$ cat config.mk
export PLATFORM = sky130hd
export DESIGN_NAME = bcd_display_scan
export DESIGN_NICKNAME = d
export VERILOG_FILES = /design/src/rtl/bcd_display_pkg.sv /design/src/rtl/bcd_to_seg7.sv /design/src/rtl/bcd_display_scan.sv
export SDC_FILE = /design/constraint.sdc
export NUM_CORES = 1
export LEC_CHECK = 0
export ABC_CLOCK_PERIOD_IN_PS = 3300
export CORE_MARGIN = 8
export CORE_UTILIZATION = 35
export DETAILED_ROUTE_END_ITERATION = 7
export GPL_TIMING_DRIVEN = 0
export PLACE_DENSITY_LB_ADDON = 0.05
export RECOVER_POWER = 25
export SETUP_SLACK_MARGIN = 0.1
export SYNTH_ARGS = -nofsm -noshare
export SYNTH_HDL_FRONTEND = slang
export SYNTH_SLANG_ARGS = --single-unit
$ cat constraint.sdc
create_clock -name clk -period 3.3 [get_ports clk]
set_clock_uncertainty 0.15 [all_clocks]
set_input_delay 0.66 -clock clk [delete_from_list [all_inputs] [get_ports clk]]
set_output_delay 0.66 -clock clk [all_outputs]
set_load 0.005 [all_outputs]
$ cat src/rtl/bcd_display_pkg.sv
// bcd_display_pkg
//   Shared definitions for the 7-segment display blocks.
//   - seg7_t              : segment pattern {g,f,e,d,c,b,a}, active-low
//   - SEG_0..SEG_9        : digit glyphs
//   - SEG_DASH, SEG_BLANK : non-BCD glyph and all-segments-off
//   - cnt_width()         : counter width for a modulus, never below 1 bit
package bcd_display_pkg;

    typedef logic [6:0] seg7_t;

    localparam seg7_t SEG_0     = 7'h40;
    localparam seg7_t SEG_1     = 7'h79;
    localparam seg7_t SEG_2     = 7'h24;
    localparam seg7_t SEG_3     = 7'h30;
    localparam seg7_t SEG_4     = 7'h19;
    localparam seg7_t SEG_5     = 7'h12;
    localparam seg7_t SEG_6     = 7'h02;
    localparam seg7_t SEG_7     = 7'h78;
    localparam seg7_t SEG_8     = 7'h00;
    localparam seg7_t SEG_9     = 7'h10;
    localparam seg7_t SEG_DASH  = 7'h3F;
    localparam seg7_t SEG_BLANK = 7'h7F;

    // Width of a counter that runs 0..n-1 (prescaler, scan index).
    function automatic int cnt_width(input int n);
        return (n > 1) ? $clog2(n) : 1;
    endfunction

endpackage

$ cat src/rtl/bcd_to_seg7.sv
// bcd_to_seg7
//   Combinational BCD to active-low 7-segment decoder. Codes 10..15 show a dash.
//   Ports:
//     bcd  in  4  BCD digit
//     seg  out 7  {g,f,e,d,c,b,a}, active-low
import bcd_display_pkg::*;

module bcd_to_seg7 (
    input  logic [3:0] bcd,
    output logic [6:0] seg
);

    always_comb begin
        seg = SEG_DASH;
        case (bcd)
            4'd0:    seg = SEG_0;
            4'd1:    seg = SEG_1;
            4'd2:    seg = SEG_2;
            4'd3:    seg = SEG_3;
            4'd4:    seg = SEG_4;
            4'd5:    seg = SEG_5;
            4'd6:    seg = SEG_6;
            4'd7:    seg = SEG_7;
            4'd8:    seg = SEG_8;
            4'd9:    seg = SEG_9;
            default: seg = SEG_DASH;
        endcase
    end

endmodule

$ cat src/rtl/bcd_display_scan.sv
// bcd_display_scan
//   Time-multiplexed 7-segment driver for a row of BCD digits. Captures the
//   digits on load, then scans them one slot at a time with one dead cycle per
//   slot, optional leading-zero blanking and per-digit decimal points.
//   Ports:
//     clk         in  1           clock
//     reset       in  1           synchronous, active-high
//     digits_in   in  4*DIGITS    packed BCD, digit 0 least significant
//     dp_in       in  DIGITS      decimal-point request per digit
//     load        in  1           capture digits_in/dp_in
//     blank_en    in  1           leading-zero blanking enable (live)
//     seg_n       out 7           {g,f,e,d,c,b,a}, active-low
//     dp_n        out 1           decimal point, active-low
//     an_n        out DIGITS      anode selects, active-low
//     frame_done  out 1           pulse on the first cycle of a wrapped frame
import bcd_display_pkg::*;

module bcd_display_scan #(
    parameter int DIGITS   = 4,
    parameter int PRESCALE = 1000
) (
    input  logic                  clk,
    input  logic                  reset,
    input  logic [4*DIGITS-1:0]   digits_in,
    input  logic [DIGITS-1:0]     dp_in,
    input  logic                  load,
    input  logic                  blank_en,
    output logic [6:0]            seg_n,
    output logic                  dp_n,
    output logic [DIGITS-1:0]     an_n,
    output logic                  frame_done
);

    localparam int PW = cnt_width(PRESCALE);
    localparam int IW = cnt_width(DIGITS);
    localparam logic [PW-1:0] PCNT_LAST = PW'(PRESCALE - 1);
    localparam logic [IW-1:0] IDX_LAST  = IW'(DIGITS - 1);

    logic [4*DIGITS-1:0] snap_digits;
    logic [DIGITS-1:0]   snap_dp;
    logic [PW-1:0]       pcnt;
    logic [IW-1:0]       idx;
    logic                wrap_q;

    logic [3:0]          cur_bcd;
    logic [6:0]          dec_seg;
    logic                upper_zero;
    logic                digit_blank;
    logic [6:0]          seg_next;
    logic                dp_next;
    logic [DIGITS-1:0]   an_next;
    logic                slot_end;

    assign cur_bcd  = snap_digits[4*int'(idx) +: 4];
    assign slot_end = (pcnt == PCNT_LAST);

    bcd_to_seg7 u_dec (
        .bcd (cur_bcd),
        .seg (dec_seg)
    );

    // A digit is a leading zero when it and every more significant digit are 0.
    always_comb begin
        upper_zero = 1'b1;
        for (int i = 0; i < DIGITS; i++) begin
            if (i >= int'(idx) && snap_digits[4*i +: 4] != 4'd0)
                upper_zero = 1'b0;
        end
    end

    assign digit_blank = blank_en && (idx != '0) && upper_zero;
    assign seg_next    = digit_blank ? SEG_BLANK : dec_seg;
    assign dp_next     = digit_blank ? 1'b1 : ~snap_dp[idx];
    // pcnt == 0 is the dead cycle between slots: all anodes off.
    assign an_next     = (pcnt == '0) ? '1 : ~(DIGITS'(1) << idx);

    always_ff @(posedge clk) begin
        if (reset) begin
            snap_digits <= '0;
            snap_dp     <= '0;
            pcnt        <= '0;
            idx         <= '0;
            wrap_q      <= 1'b0;
            seg_n       <= SEG_BLANK;
            dp_n        <= 1'b1;
            an_n        <= '1;
            frame_done  <= 1'b0;
        end else begin
            if (load) begin
                snap_digits <= digits_in;
                snap_dp     <= dp_in;
            end
            if (slot_end) begin
                pcnt <= '0;
                idx  <= (idx == IDX_LAST) ? '0 : idx + 1'b1;
            end else begin
                pcnt <= pcnt + 1'b1;
            end
            // wrap_q marks the idx 0 / pcnt 0 state entered by a wrap, so the
            // registered pulse lines up with that state's outputs.
            wrap_q     <= slot_end && (idx == IDX_LAST);
            seg_n      <= seg_next;
            dp_n       <= dp_next;
            an_n       <= an_next;
            frame_done <= wrap_q;
        end
    end

endmodule

==> results of run 1 <==
[flip-flops by register name, summed over array words and instances (netlist names)]
register,cells
pcnt,10
an_n,4
frame_done,1
seg_n,7
dp_n,1
snap_digits,16
wrap_q,1
snap_dp,4
idx,2
[power groups by stage]
stage | registers (uW) | logic (uW) | clock network [uW]
after detailed placement | 610 | 135 | 0
after floorplan | 607 | 71.6 | 0
after global placement | 611 | 135 | 0
final | 597 | 133 | 321
after CTS | 598 | 136 | 336
after global routing | 601 | 148 | 360
[worst reg2reg max path: cells and delay by family (launching register included)]
family                   cells  cell delay [ns]
flip-flops                   1             0.39
buffers and inverters        3             0.55
multiplexers                 2             0.75
adder cells (fa/ha/maj)      1             0.16
AND/OR/NAND/NOR              1             0.06
AO/OA/AOI/OAI                1             0.16
[area by class of cell]
cell class,count,area [sq um]
Buffer,8,37.5
Clock buffer,7,76.3
Fill cell,549,3000
Inverter,10,37.5
Multi-Input combinational cell,136,998
Sequential cell,46,921
Tap cell,72,90.1
Timing Repair Buffer,35,350
[worst paths after layout]
path,start,to,slack (ns),depth (start not counted)
setup / recovery,idx[1],seg_n[4],0.95,8
hold / removal,wrap_q,frame_done,0.30,1
setup reg to reg,idx[1],seg_n[4],0.95,8
hold reg to reg,wrap_q,frame_done,0.30,1
[metal layers]
metal	vias to the layer above	wire length [um]
met4	0	42
li1	756	-
met1	672	1890
met5	-	0
met2	29	2000
met3	4	217
[per-stage QoR]
stage	instance area (sq um)	cells	power (uW)	hold slack, ns
after global routing	2510	314	1110	0.332
after floorplan	1990	200	679	0.264
final	2510	314	1050	0.296
after CTS	2510	314	1070	0.306
after detailed placement	2430	307	746	0.302
after global placement	2430	307	746	0.297
[logic make-up after synthesis]
logic type | after synthesis | synth area share (%)
and+or+nand+nor | 73 | 16.9
DFF | 46 | 46.2
muxes | 28 | 17.7
buffers and inverters | 18 | 3.76
AOI/OAI and AO/OA | 15 | 4.39
adders and majority gates | 12 | 7.53
xor gates and xnor gates | 8 | 3.51
[layout by cell type (no fill, tap or decap), types with 3 or more instances in the layout]
cell type        instances
a21oi_1                  4
clkbuf_1                 8
clkbuf_8                 5
clkdlybuf4s50_1         32
dfxtp_1                 46
dlygate4sd3_1            3
ha_1                    12
inv_1                    9
mux2i_1                 21
mux4_2                   3
nand2_1                 13
nand2b_1                 3
nor2_1                  36
nor2b_1                  3
nor3_1                   4
o21ai_1                  5
xnor2_1                  5
xor2_1                   3
==> results.json, run 1 <==
{
  "grt_util_met1_pct": 12.0,
  "port_buffers": 35,
  "tritoncts.num_buffers": 5,
  "timing.hold.worst.class": "flip-flop to flip-flop",
  "synth_seq_area_share_pct": 46.2,
  "power.leakage_uw": 0.00101,
  "critical_path.cell_chain": "clkbuf_1, mux4_2, inv_1, ha_1, inv_1, mux2_1, o2bb2ai_1, nand2_1",
  "synth.lib_cells_used.distinct": 35,
  "cp-end-kind": "flip-flop",
  "min_period_over_period_pct": 71.1,
  "vertical_extent_of_the_die_um": 91.5,
  "pre_cts_ws_ns": 0.879,
  "drv_cap": 0,
  "final_core_util_pct": 45.6,
  "cts_num_sinks": 46,
  "critPathMaxStageDelay_ns": 0.46,
  "vdd_ir_drop_max_v": 0.000173,
  "synth_top_cells_by_area": "dfxtp_1 46%, mux2i_1 11%, ha_1 7.5%, nor2_1 6.8%, mux4_2 3.4%",
  "diodes": 0,
  "route.antenna.remaining_nets": 0,
  "worst_slew_pin_slew_ns": 0.751,
  "cts_h_tree_lvls": 2,
  "path_delay_family": "multiplexers",
  "drive_above_1_share_pct": 4.13,
  "netSwitchingPower_uw": 246,
  "power.combinational.fraction_pct": 12.6,
  "final_max_slew_viol_count": 0,
  "synth_cell_count_leaders": "46 x dfxtp_1, 36 x nor2_1, 21 x mux2i_1, 13 x nand2_1, 12 x ha_1",
  "synthesis.area_per_instance_sq_um": 9.97,
  "cts_max_path_buffers": 2,
  "routed_wire_length_per_instance_um": 13.2,
  "viasPerCell": 4.65,
  "num_vias": 1461,
  "grt_antenna_before_repair": 0,
  "die_outline_area_sq_um": 8370,
  "data_arrival_time_of_the_critical_path_ns": 2.35,
  "crit_path_frequent_cell": "inv_1",
  "cts_hold_buf": 0,
  "post_cts_setup_buffer_count": 0,
  "nNetsFinal": 278,
  "num_rows": 27,
  "timing.final.ws_setup_ns": 0.954,
  "critical_path.n_buffers_inverters": 3,
  "gr-usage-met3_pct": 3.13,
  "synthArstFlopShare_pct": 0,
  "synth_flop_cell": "dfxtp_1",
  "critPathSlowestCell": "mux4_2",
  "synthToLayoutAreaGrowth_pct": 25.9,
  "mappedNetlistArea_sq_um": 1990,
  "status": "completed",
  "grt_max_degree": 13,
  "clk-insertion-delay-late_ns": 0.29,
  "synth.most_common_cell": "dfxtp_1",
  "grtUsageMet2_pct": 17.3,
  "top_level_ports": 37,
  "wire_length_of_the_first_global_routing_pass_um": 6970,
  "synth_top_cell_area_share_pct": 46.2,
  "cell_internal_power_uw": 805,
  "remaining_drc_errors": 0,
  "final_hold_viol_count": 0,
  "dieWidth_um": 91.5,
  "synth_fp_nets": 236,
  "cts.root.buffer_cell": "clkbuf_8",
  "period_minus_slack_ns": 2.35,
  "seqPwrFrac_pct": 56.8,
  "worst_setup_path_start_kind": "flip-flop",
  "max_slew_margin_pct": 50.0,
  "required_ns": 3.31,
  "netSwitchingFraction_pct": 23.4,
  "f_max_mhz": 426,
  "cts_tree": "yes",
  "clock_power_share_pct": 30.5,
  "maximum_fanout_along_the_worst_path": 7,
  "detailed_place_hpwl_um": 3130,
  "critPathKind": "flip-flop to flip-flop",
  "synth_top_cell_by_area": "dfxtp_1",
  "synth_warnings": 0,
  "core_area_sq_um": 5510,
  "final-setup-viol-count": 0,
  "power.density_cell_area_nw_per_um2": 418,
  "start_util_pct": 36.2,
  "grt.overflow.total": 0,
  "postCtsResizedCells": 0,
  "synth_enable_flop_cells": 0,
  "drt_first_iter_violations": 35,
  "groute.usage.overall_pct": 10.3,
  "postSynthCellCount": 200,
  "detailedRoute.firstPassIterationCount": 4,
  "total_wirelength_of_the_detailed_routed_design_um": 4150,
  "rsz0062_at_grt": "no",
  "ff_latch_count_synth": 46,
  "finalSetupTns_ns": 0,
  "grt_pass1_vias": 1466,
  "gpl.final_weighted_congestion": 0.803,
  "grt_busiest_layer": "met2",
  "clkSlewWorstSetupHoldPaths_ns": 0.08
}
No activity file was read; power rests on OpenSTA's default activity.
==> run 2: changes to the inputs <==
- ABC_CLOCK_PERIOD_IN_PS: 3300 -> 2270
- clock period: 3.3 -> 2.27 ns (I/O delays scaled with it)
==> run 2 against run 1 <==
Sequential power is 45% higher. Largest power group unchanged. Routed wire length up 3.8%. Via count increased by 1.6%. Register-to-register slack worse by 0.77 ns. Global-route usage is 0.21 points higher. Die area stayed put. Clock power increased by 46%.
==> results.json, run 2 (same netlist as run 1, synthesis figures left out) <==
{
  "critical_path.cell_chain": "buf_6, mux4_2, inv_2, ha_1, inv_1, mux2_1, o2bb2ai_2, nand2_1",
  "diodes": 0,
  "final_max_slew_viol_count": 0,
  "max_slew_margin_pct": 50.2,
  "power.density_cell_area_nw_per_um2": 592,
  "cts_max_path_buffers": 2,
  "cts.root.buffer_cell": "clkbuf_8",
  "layout.cells.most_common_list": "45 x dfxtp_1, 36 x nor2_1, 28 x clkdlybuf4s50_1",
  "timing.final.ws_setup_ns": 0.182,
  "final_hold_viol_count": 0,
  "grt_max_degree": 13,
  "detailed_place_hpwl_um": 3130,
  "groute.usage.overall_pct": 10.5,
  "worstSetupStartpoint": "idx[0]",
  "num_rows": 27,
  "regToRegEndpoint": "seg_n[4]",
  "worst_slew_pin_slew_ns": 0.748,
  "total_wirelength_of_the_detailed_routed_design_um": 4310,
  "grt_pass1_vias": 1507,
  "rsz0062_at_grt": "yes",
  "detailedRoute.firstPassIterationCount": 4,
  "regToRegSetupSlack_ns": 0.18,
  "vertical_extent_of_the_die_um": 91.5,
  "status": "completed",
  "cts_num_sinks": 46,
  "tritoncts.num_buffers": 5,
  "finalSetupTns_ns": 0,
  "regMostFlops": "snap_digits",
  "largest_reg_flops": 16,
  "start_util_pct": 36.2,
  "drt_first_iter_violations": 46,
  "port_buffers": 35,
  "worstSetupEndpoint": "seg_n[4]",
  "clk-insertion-delay-late_ns": 0.29,
  "drive_above_1_share_pct": 10.0,
  "critPathMaxStageDelay_ns": 0.54,
  "gpl.final_weighted_congestion": 0.803,
  "required_ns": 2.30,
  "nNetsFinal": 285,
  "synthToLayoutAreaGrowth_pct": 30.4,
  "die_outline_area_sq_um": 8370,
  "route.antenna.remaining_nets": 0,
  "min_period_over_period_pct": 92.0,
  "stdcell_area_sq_um": 2600,
  "viasPerCell": 4.62,
  "f_max_mhz": 479,
  "worstReg2RegStart": "idx[0]",
  "timing.critical_path.depth": 8,
  "num_vias": 1484,
  "period_minus_slack_ns": 2.09,
  "timing.hold.worst.class": "flip-flop to flip-flop",
  "dieWidth_um": 91.5,
  "pre_cts_ws_ns": -0.106,
  "critPathSlowestCell": "mux4_2",
  "maximum_fanout_along_the_worst_path": 6,
  "worst_r2r_path_depth": 8,
  "wire_length_of_the_first_global_routing_pass_um": 7090,
  "remaining_drc_errors": 0,
  "grt.overflow.total": 0,
  "layout_top_registers": "snap_digits: 16 flops, pcnt: 10 flops, seg_n: 7 flops",
  "worst_setup_path_start_kind": "flip-flop",
  "cp-end-kind": "flip-flop",
  "power.leakage_uw": 0.00105,
  "most_common_cell_after_layout_fill_and_taps_aside": "dfxtp_1",
  "dpl_cell_area_sq_um": 2430,
  "vdd_ir_drop_max_v": 0.000252,
  "cts_tree": "yes",
  "grt_antenna_before_repair": 0,
  "drv_cap": 0,
  "routed_wire_length_per_instance_um": 13.4,
  "critical_path.n_buffers_inverters": 3,
  "clkSlewWorstSetupHoldPaths_ns": 0.08,
  "cts_h_tree_lvls": 2,
  "path_delay_family": "multiplexers",
  "data_arrival_time_of_the_critical_path_ns": 2.12,
  "final-setup-viol-count": 0,
  "core_area_sq_um": 5510,
  "critPathKind": "flip-flop to flip-flop",
  "top_level_ports": 37
}
run 2: worst reg2reg max path, cell delays in order (launching register included):
cell and delay [ns]:
dfxtp_4 0.36, buf_6 0.13, mux4_2 0.54, inv_2 0.10, ha_1 0.15, inv_1 0.05, mux2_1 0.31, o2bb2ai_2 0.14
nand2_1 0.06
run 2: how the worst min path moves through the flow:
| stage | from | to | slack (ns) | depth (start not counted) |
|---|---|---|---|---|
| 5_1_grt | pcnt[0] | pcnt[0] | 0.33 | 1 |
| 2_1_floorplan | wrap_q | frame_done | 0.26 | 1 |
| 4_1_cts | wrap_q | frame_done | 0.31 | 1 |
| 3_5_place_dp | wrap_q | frame_done | 0.30 | 1 |
| 3_3_place_gp | pcnt[0] | pcnt[0] | 0.30 | 1 |
| 6_report | wrap_q | frame_done | 0.30 | 1 |
run 2: area by class of cell:
cell class / instances / area, sq um
Buffer: 8 / 41.3
Inverter: 10 / 37.5
Tap cell: 72 / 90.1
Timing Repair Buffer: 42 / 403
Fill cell: 550 / 2910
Clock buffer: 7 / 76.3
Sequential cell: 46 / 925
Multi-Input combinational cell: 136 / 1030
run 2: metal layers:
layer	track usage [%]	vias up	part of all wire, %
met2	18.2	23	49
li1	-	767	-
met4	4.09	0	1.3
met5	0	-	0
met1	11.8	688	45
met3	3.13	6	4.4
run 2: timing repair:
| item | CTS | global route |
|---|---|---|
| hold buffers | 0 | 0 |
| pin swaps | 0 | 0 |
| gates cloned | 0 | 0 |
| gates resized for setup | 7 | 6 |
| buffers inserted | 5 | 2 |
| endpoints found under the setup margin | 8 | 8 |
run 2: report_power, final:
group	switching (uW)	internal, uW
clock network	255	212
logic	86.8	116
registers	22.9	845
total	365	1170
run 2: metrics by stage:
stage               util, %  hold WS [ns]  power, uW  std cells
finish                 47.2         0.296       1540        321
detailed placement     44.2         0.302       1080        307
floorplan                 -         0.264        987        200
global route           47.2         0.332       1620        321
global placement       44.2         0.297       1080        307
CTS                    46.6         0.306       1560        319
==> run 3: changes to the inputs <==
- CELL_PAD_IN_SITES_DETAIL_PLACEMENT: default -> 0
- CELL_PAD_IN_SITES_GLOBAL_PLACEMENT: default -> 1
==> run 3 against run 2 <==
Critical path depth is the same. Via count grew 2.5%. Worst hold slack gained 0.0085 ns. Critical endpoint unchanged. Largest power group unchanged.
==> results.json, run 3 (same netlist as run 1, synthesis figures left out) <==
{
  "status": "completed",
  "cts_num_sinks": 46,
  "core_area_sq_um": 5510,
  "seq_area_sq_um": 925,
  "route.antenna.remaining_nets": 0,
  "multiInputGateArea_sq_um": 1010,
  "power.leakage_uw": 0.00105,
  "worst_setup_path_start_kind": "flip-flop",
  "critical_path.cell_chain": "buf_8, mux4_2, inv_2, ha_1, inv_1, mux2_1, o2bb2ai_1, nand2_1",
  "start_util_pct": 36.2,
  "cts_hold_buf": 0,
  "f_max_mhz": 480,
  "synthToLayoutAreaGrowth_pct": 29.9,
  "timing.final.ws_setup_ns": 0.187,
  "drv_cap": 0,
  "layout_top_registers": "snap_digits: 16 flops, pcnt: 10 flops, seg_n: 7 flops",
  "critPathSlowestCell": "mux4_2",
  "grt_max_degree": 14,
  "cts.root.buffer_cell": "clkbuf_8",
  "maximum_fanout_along_the_worst_path": 8,
  "required_ns": 2.30,
  "drive_above_1_share_pct": 9.68,
  "final-setup-viol-count": 0,
  "grt_antenna_before_repair": 0,
  "num_vias": 1521,
  "final_core_util_pct": 47.1,
  "critPathMaxStageDelay_ns": 0.56,
  "cell_count_after_placement": 307,
  "cts_tree": "yes",
  "total_wirelength_of_the_detailed_routed_design_um": 4330,
  "gpl.final_weighted_congestion": 0.814,
  "rsz0062_at_grt": "no",
  "cp-end-kind": "flip-flop",
  "wire_length_of_the_first_global_routing_pass_um": 7270,
  "tritoncts.num_buffers": 5,
  "remaining_drc_errors": 0,
  "routed_wire_length_per_instance_um": 13.5,
  "clk-insertion-delay-late_ns": 0.29,
  "final_cells": 320,
  "fillers": 559,
  "power.density_cell_area_nw_per_um2": 608,
  "critPathKind": "flip-flop to flip-flop",
  "detailed_place_hpwl_um": 3270,
  "clkSlewWorstSetupHoldPaths_ns": 0.08,
  "period_minus_slack_ns": 2.08,
  "top_level_ports": 37,
  "viasPerCell": 4.75,
  "largest_reg_flops": 16,
  "timing.hold.worst.class": "flip-flop to flip-flop",
  "max_slew_margin_pct": 54.0,
  "worst_slew_pin_slew_ns": 0.690,
  "regMostFlops": "snap_digits",
  "layout.cells.most_common_list": "45 x dfxtp_1, 36 x nor2_1, 29 x clkdlybuf4s50_1",
  "final_hold_viol_count": 0,
  "data_arrival_time_of_the_critical_path_ns": 2.11,
  "cts_max_path_buffers": 2,
  "pre_cts_ws_ns": -0.0776,
  "groute.usage.overall_pct": 10.7,
  "dieWidth_um": 91.5,
  "vdd_ir_drop_max_v": 0.000277,
  "nNetsFinal": 283,
  "num_rows": 27,
  "final_max_slew_viol_count": 0,
  "port_buffers": 35,
  "cts_h_tree_lvls": 2,
  "drt_first_iter_violations": 66,
  "most_common_cell_after_layout_fill_and_taps_aside": "dfxtp_1",
  "vertical_extent_of_the_die_um": 91.5,
  "diodes": 0,
  "min_period_over_period_pct": 91.8,
  "die_outline_area_sq_um": 8370,
  "detailedRoute.firstPassIterationCount": 4,
  "grt_pass1_vias": 1559,
  "grt.overflow.total": 0
}
[run 3: changes by cell type in the layout (fill, tap and decap cells not counted), sizes merged]
| cell | delta |
|---|---|
| buf | -2 |
| dlygate4sd3 | -1 |
| clkdlybuf4s50 | +1 |
| clkinv | +1 |
[run 3: final timing paths]
| kind | from | cells past startpoint | slack [ns] | to |
|---|---|---|---|---|
| setup reg to reg | idx[0] | 8 | 0.19 | seg_n[4] |
| hold reg to reg | wrap_q | 1 | 0.30 | frame_done |
| setup / recovery | idx[0] | 8 | 0.19 | seg_n[4] |
| hold / removal | wrap_q | 1 | 0.30 | frame_done |
[run 3: critical path, delay by kind of cell (launching register included)]
family / cells / cell delay, ns
simple gates: 1 / 0.06
mux: 2 / 0.84
fa+ha+maj: 1 / 0.15
buf+inv: 3 / 0.27
flops: 1 / 0.36
compound gates: 1 / 0.13
[run 3: area by class of cell]
cell class / count / share of cell area, %
Clock inverter: 1 / 0.193
Timing Repair Buffer: 40 / 15.0
Buffer: 8 / 1.74
Inverter: 10 / 1.45
Clock buffer: 7 / 3.33
Sequential cell: 46 / 35.7
Multi-Input combinational cell: 136 / 39.2
Tap cell: 72 / 3.48
[run 3: where the power goes]
part / internal (uW) / switching [uW] / total, uW
combinational: 114 / 85.0 / 199
clock: 246 / 263 / 509
sequential: 845 / 22.3 / 867
[run 3: metal layers]
layer / track usage (%) / part of all wire [%] / vias to the layer above
met5: 0 / 0 / -
met4: 3.68 / 2.0 / 0
met3: 4.12 / 7.2 / 8
met2: 18.8 / 50 / 36
met1: 11.4 / 41 / 710
li1: - / - / 767
[run 3: through the flow]
stage | hold slack (ns) | area [sq um] | power [uW] | TNS [ns]
floorplan | 0.264 | 1990 | 987 | 0
global placement | 0.280 | 2430 | 1080 | -0.292
detailed placement | 0.277 | 2430 | 1080 | -0.415
CTS | 0.308 | 2540 | 1610 | 0
global route | 0.337 | 2590 | 1670 | 0
finish | 0.305 | 2590 | 1580 | 0
[run 3: timing repair]
item	in CTS	in global routing
endpoints found under the setup margin	8	8
buffers inserted	1	4
pin swaps	0	1
gates cloned	0	0
resized for setup	5	7
